### src/rtl/cfu_simd_mac.sv
// Multi-cycle packed-SIMD signed MAC CFU with input offset and shift-and-clamp requantize.
// Define CFU_SIMD_MAC_SATURATE_EN for a saturating accumulate with a sticky overflow flag.
module cfu_simd_mac #(
    parameter int unsigned DATA_W    = 32,
    parameter int unsigned LANES     = 4,
    parameter int unsigned LANE_W    = 8,
    parameter int unsigned ACC_W     = 32,
    parameter int          CLAMP_MIN = 2,
    parameter int          CLAMP_MAX = 31
) (
    input  logic              clk,
    input  logic              reset,
    input  logic              cmd_valid,
    output logic              cmd_ready,
    input  logic [9:0]        cmd_payload_function_id,
    input  logic [DATA_W-1:0] cmd_payload_inputs_0,
    input  logic [DATA_W-1:0] cmd_payload_inputs_1,
    output logic              rsp_valid,
    input  logic              rsp_ready,
    output logic [DATA_W-1:0] rsp_payload_outputs_0
);

    localparam int unsigned CNT_W  = (LANES > 1) ? $clog2(LANES) : 1;
    localparam int unsigned PROD_W = 2 * LANE_W + 2;

    typedef enum logic [1:0] {StIdle, StBusy, StResp} state_e;

    state_e                    r_state, w_state_d;
    logic [DATA_W-1:0]         r_a, r_b, r_rsp;
    logic signed [ACC_W-1:0]   r_acc;
    logic signed [LANE_W:0]    r_ofs;
    logic [CNT_W-1:0]          r_lane;

    logic [2:0]                w_fid;
    logic                      w_accept, w_last;
    logic signed [LANE_W-1:0]  w_a_lane, w_b_lane;
    logic signed [LANE_W+1:0]  w_sum;
    logic signed [PROD_W-1:0]  w_prod;
    logic signed [ACC_W-1:0]   w_prod_ext, w_acc_mac, w_t, w_q;
    logic signed [DATA_W-1:0]  w_acc_ext;
    logic [DATA_W-1:0]         w_result;
    logic                      w_unused;

    assign w_fid     = cmd_payload_function_id[2:0];
    assign w_unused  = ^cmd_payload_function_id[9:3];
    assign cmd_ready = (r_state == StIdle);
    assign rsp_valid = (r_state == StResp);
    assign w_accept  = cmd_valid & cmd_ready;
    assign w_last    = (r_lane == CNT_W'(LANES - 1));
    assign rsp_payload_outputs_0 = r_rsp;

    // Operands shift down one lane per BUSY cycle, so the active lane is always at the LSBs.
    assign w_a_lane   = r_a[LANE_W-1:0];
    assign w_b_lane   = r_b[LANE_W-1:0];
    assign w_sum      = (LANE_W+2)'(w_a_lane) + (LANE_W+2)'(r_ofs);
    assign w_prod     = PROD_W'(w_sum) * PROD_W'(w_b_lane);
    assign w_prod_ext = ACC_W'(w_prod);

`ifdef CFU_SIMD_MAC_SATURATE_EN
    logic                    r_sat;
    logic signed [ACC_W:0]   w_wide;
    logic                    w_ovf;

    assign w_wide    = (ACC_W+1)'(r_acc) + (ACC_W+1)'(w_prod_ext);
    assign w_ovf     = w_wide[ACC_W] ^ w_wide[ACC_W-1];
    assign w_acc_mac = !w_ovf ? w_wide[ACC_W-1:0] :
                       w_wide[ACC_W] ? {1'b1, {(ACC_W-1){1'b0}}} : {1'b0, {(ACC_W-1){1'b1}}};
`else
    assign w_acc_mac = r_acc + w_prod_ext;
`endif

    assign w_acc_ext = DATA_W'(r_acc);
    assign w_t       = r_acc >>> cmd_payload_inputs_1[4:0];

    always_comb begin
        w_q = w_t;
        if (w_t < ACC_W'(CLAMP_MIN)) begin
            w_q = ACC_W'(CLAMP_MIN);
        end else if (w_t > ACC_W'(CLAMP_MAX)) begin
            w_q = ACC_W'(CLAMP_MAX);
        end
    end

    always_comb begin
        w_result = '1;
        case (w_fid)
            3'd0: w_result = w_acc_ext;
            3'd1: w_result = '0;
            3'd2: begin
                w_result = w_acc_ext;
`ifdef CFU_SIMD_MAC_SATURATE_EN
                if (ACC_W < DATA_W) begin
                    w_result[DATA_W-1] = r_sat;
                end
`endif
            end
            3'd3: w_result = '0;
            3'd4: w_result = DATA_W'(w_q);
            default: w_result = '1;
        endcase
    end

    always_comb begin
        w_state_d = r_state;
        unique case (r_state)
            StIdle: if (w_accept) w_state_d = (w_fid == 3'd1) ? StBusy : StResp;
            StBusy: if (w_last) w_state_d = StResp;
            StResp: if (rsp_ready) w_state_d = StIdle;
            default: w_state_d = StIdle;
        endcase
    end

    always_ff @(posedge clk or negedge reset) begin
        if (!reset) begin
            r_state <= StIdle;
        end else begin
            r_state <= w_state_d;
        end
    end

    always_ff @(posedge clk or negedge reset) begin
        if (!reset) begin
            r_a    <= '0;
            r_b    <= '0;
            r_rsp  <= '0;
            r_acc  <= '0;
            r_ofs  <= '0;
            r_lane <= '0;
`ifdef CFU_SIMD_MAC_SATURATE_EN
            r_sat  <= 1'b0;
`endif
        end else if (w_accept) begin
            r_a    <= cmd_payload_inputs_0;
            r_b    <= cmd_payload_inputs_1;
            r_lane <= '0;
            if (w_fid != 3'd1) begin
                r_rsp <= w_result;
            end
            if (w_fid == 3'd0) begin
                r_acc <= '0;
`ifdef CFU_SIMD_MAC_SATURATE_EN
                r_sat <= 1'b0;
`endif
            end
            if (w_fid == 3'd3) begin
                r_ofs <= cmd_payload_inputs_0[LANE_W:0];
            end
        end else if (r_state == StBusy) begin
            r_acc  <= w_acc_mac;
            r_a    <= r_a >> LANE_W;
            r_b    <= r_b >> LANE_W;
            r_lane <= r_lane + CNT_W'(1);
`ifdef CFU_SIMD_MAC_SATURATE_EN
            r_sat  <= r_sat | w_ovf;
`endif
            if (w_last) begin
                r_rsp <= DATA_W'(w_acc_mac);
            end
        end
    end

endmodule

### config.mk
export PLATFORM = sky130hd
export DESIGN_NAME = cfu_simd_mac
export DESIGN_NICKNAME = d
export VERILOG_FILES = /design/src/rtl/cfu_simd_mac.sv
export SDC_FILE = /design/constraint.sdc
export NUM_CORES = 1
export LEC_CHECK = 0
export ABC_CLOCK_PERIOD_IN_PS = 7650
export BUFFER_PORTS_ARGS = -buffer_cell sky130_fd_sc_hd__buf_2
export CORE_ASPECT_RATIO = 0.7
export CORE_MARGIN = 2
export CORE_UTILIZATION = 45
export DETAILED_ROUTE_END_ITERATION = 16
export GPL_TIMING_DRIVEN = 0
export HOLD_SLACK_MARGIN = 0.02
export PLACE_DENSITY = 0.73
export SLEW_MARGIN = 10
export SYNTH_ARGS = -nofsm -noshare
export SYNTH_HDL_FRONTEND = slang
export SYNTH_SLANG_ARGS = --single-unit
### constraint.sdc
create_clock -name clk -period 7.65 [get_ports clk]
set_clock_uncertainty 0.05 [all_clocks]
set_input_delay 1.53 -clock clk [delete_from_list [all_inputs] [get_ports clk]]
set_output_delay 1.53 -clock clk [all_outputs]
set_load 0.005 [all_outputs]
==> metrics.md <==
| Metric | Value |
|---|---|
| Kind of critical path | `reg -> reg` |
| Core area | `31100 um^2` |
| Status | `finished clean` |
| Syn Std Cell Area | `14200 um^2` |
| Final hold violation count | `0` |
| Clock root buffer | `clkbuf_16` |
| Seq cells post-synth | `141` |
| Vias | `12700` |
| Synth-to-Final Area Change | `13.7%` |
| RD Place Congestion | `0.990` |
| Sequential-to-total area share from yosys stat | `24.9%` |
| Clock tree sinks | `141` |
| Nets | `1939` |
| Clock-pin slew on the worst setup and hold paths | `0.07 ns` |
| EDFF count, synth | `0` |
| CTS tree | `yes` |
| GRT Total Usage | `29.2%` |
| Share of layout cells above drive strength 1 | `15.4%` |
| Pins Over Slew Limit | `0` |
| Total number of placement rows | `54` |
| Worst slack at placement | `-1.59 ns` |
| Startpoint Class | `flip-flop` |
| Setup WS post-layout | `0.177 ns` |
| Synth async-reset ratio | `100%` |
| IO Port Bufs | `101` |
| Max-Cap Viols | `0` |
| Crit-path slowest cell | `fa_2` |
| Total wire length | `47500 um` |
| Largest net degree at the start of global routing | `90` |
| Period utilization | `97.7%` |
| Initial Util | `45.6%` |
| Drt via density | `6.13` |
| Final min period | `7.47 ns` |
| First-pass GRT wire length | `73800 um` |
| Cells after Synth | `1505` |
| Net Count, Synth | `1806` |
| Hold Crit Class | `reg -> reg` |
| Worst rel slew slack | `29.2%` |
| Slew of the pin with the lowest slew margin | `1.06 ns` |
| Reg-to-reg slack, setup | `0.18 ns` |
| Avg Cell Area, Syn | `9.42 um^2` |
| Die height | `153 um` |
| Setup TNS | `0 ns` |
| Critical Path RT | `7.93 ns` |
| Total die area | `33000 um^2` |
| Max Freq | `134 MHz` |
| I/O Pins | `112` |
| Antenna Nets Post-Route | `0` |
| Crit path max-delay family | `adder cells` |
| Remaining DRCs | `0` |
| Dominant synthesized flop cell | `dfrtp_1` |
| CTS buffer count | `17` |
| Number of global-route vias before repair | `12500` |
| Clk_lat worst skew | `0.44 ns` |
| Critical Path AT | `7.75 ns` |
| Grt ovf | `0` |
| Router iterations before antenna repair | `6` |
| Synth warnings | `0` |
| Fillers | `2856` |
| Initial antenna violation count | `3` |
| Worst Path Buf+Inv | `4` |
| Largest stage delay on the critical path | `0.66 ns` |
| Yosys cell types | `74` |
| Starting DRT DRC Count | `1484` |
| CP endpoint kind | `flip-flop` |
| DP Wirelength | `36400 um` |
| Per-cell routed wire length | `22.9 um` |
| Max FO, Critical Path | `9` |
| H-tree levels | `4` |
| Die Width | `216 um` |
| Deepest clock path buffer count | `2` |
| Setup Viol. Count Final | `0` |
==> synth_stat cells, drive strengths merged (12+ instances only) <==
master | number | area share [%]
clkbuf | 67 | 1.8
a22oi | 58 | 3.1
dfrtp | 141 | 25
fa | 143 | 20
nand3 | 45 | 1.6
o21ai | 52 | 1.8
mux2i | 27 | 1.9
nor3 | 25 | 0.92
ha | 80 | 7.1
nand2b | 12 | 0.53
buf | 24 | 0.81
xnor2 | 25 | 1.5
mux2 | 17 | 1.4
a22o | 14 | 0.86
nand2 | 248 | 6.6
nor2 | 61 | 1.6
a21oi | 70 | 2.5
and2 | 38 | 1.7
a21o | 21 | 1.1
nor2b | 12 | 0.53
inv | 122 | 3.2
mux4 | 30 | 4.8
==> registers in the layout, summed over array words and instances, names as in the netlist <==
register,flops
rsp_payload_outputs_0,32
r_a,32
r_acc,32
r_b,32
r_ofs,9
r_state,2
r_lane,2
==> worst paths after layout <==
kind / start / to / cells past startpoint
max in group asynchronous: reset / rsp_payload_outputs_0[25] / 2
hold reg to reg: r_b[22] / r_b[22] / 2
setup / recovery: r_a[1] / r_acc[31] / 27
setup reg to reg: r_a[1] / r_acc[31] / 27
min in group asynchronous: reset / r_a[6] / 1
hold / removal: r_b[22] / r_b[22] / 2
==> placed cells by master (no fill, tap or decap), types with 12 or more instances in the layout <==
master / instances
nand2_1: 248
nor2b_1: 12
mux2_2: 17
nor2_1: 60
a22oi_1: 58
o21ai_0: 44
buf_4: 15
fa_1: 141
dfrtp_1: 141
xnor2_1: 24
mux4_2: 30
a22o_1: 14
nand3_1: 45
mux2i_1: 27
inv_1: 120
ha_1: 77
clkbuf_1: 61
buf_2: 111
clkbuf_16: 17
a21o_1: 21
nand2b_1: 12
a21oi_1: 64
and2_1: 36
nor3_1: 23
==> timing repair <==
item	4_1_cts	5_1_grt
cloned	0	1
hold endpoints to repair	0	0
hold buffers	0	0
setup buffers	9	6
pin swaps	6	9
gates resized for setup	25	27
setup endpoints to repair	36	31
==> through the flow <==
step                      util [%]  hold WS, ns  instance area, um^2  instances
after floorplan                  -        0.397                14200       1505
after global placement        48.9        0.408                15200       2026
after detailed placement      49.1        0.413                15200       2027
after CTS                     51.4        0.430                16000       2066
after global routing          51.9        0.450                16100       2072
final                         51.9        0.432                16100       2073
==> tightest hold or removal path, stage by stage (launching register included) <==
cell and delay, ns:
dfrtp_1 0.34, nand2_1 0.05, nand2_1 0.06
==> cell families after synthesis <==
family | synth area share, %
compound gates | 15.9
xor+xnor | 1.85
fa+ha+maj | 27.3
buf+inv | 5.87
flops | 24.9
mux | 8.02
simple gates | 16.2
==> metal layers <==
| metal | vias up | GRT usage [%] | wire length (um) |
|---|---|---|---|
| li1 | 5515 | - | - |
| met5 | - | 0 | 13 |
| met4 | 2 | 7.14 | 1130 |
| met2 | 772 | 40.6 | 19600 |
| met3 | 114 | 8.56 | 5740 |
| met1 | 6299 | 44.4 | 21000 |
==> final cells by class <==
class,count,area [um^2],area share [%]
timing repair buffer,117,668,4.14
clock inverter,14,129,0.799
clock buffer,18,439,2.72
multi-input combinational,1150,9990,62.0
inverter,124,473,2.93
tap,420,526,3.26
antenna,2,5.00,0.0310
buffer,87,360,2.24
sequential,141,3530,21.9
Power is not shown: default switching activity piles up to over one toggle a cycle in this logic, so the estimate is an artifact.
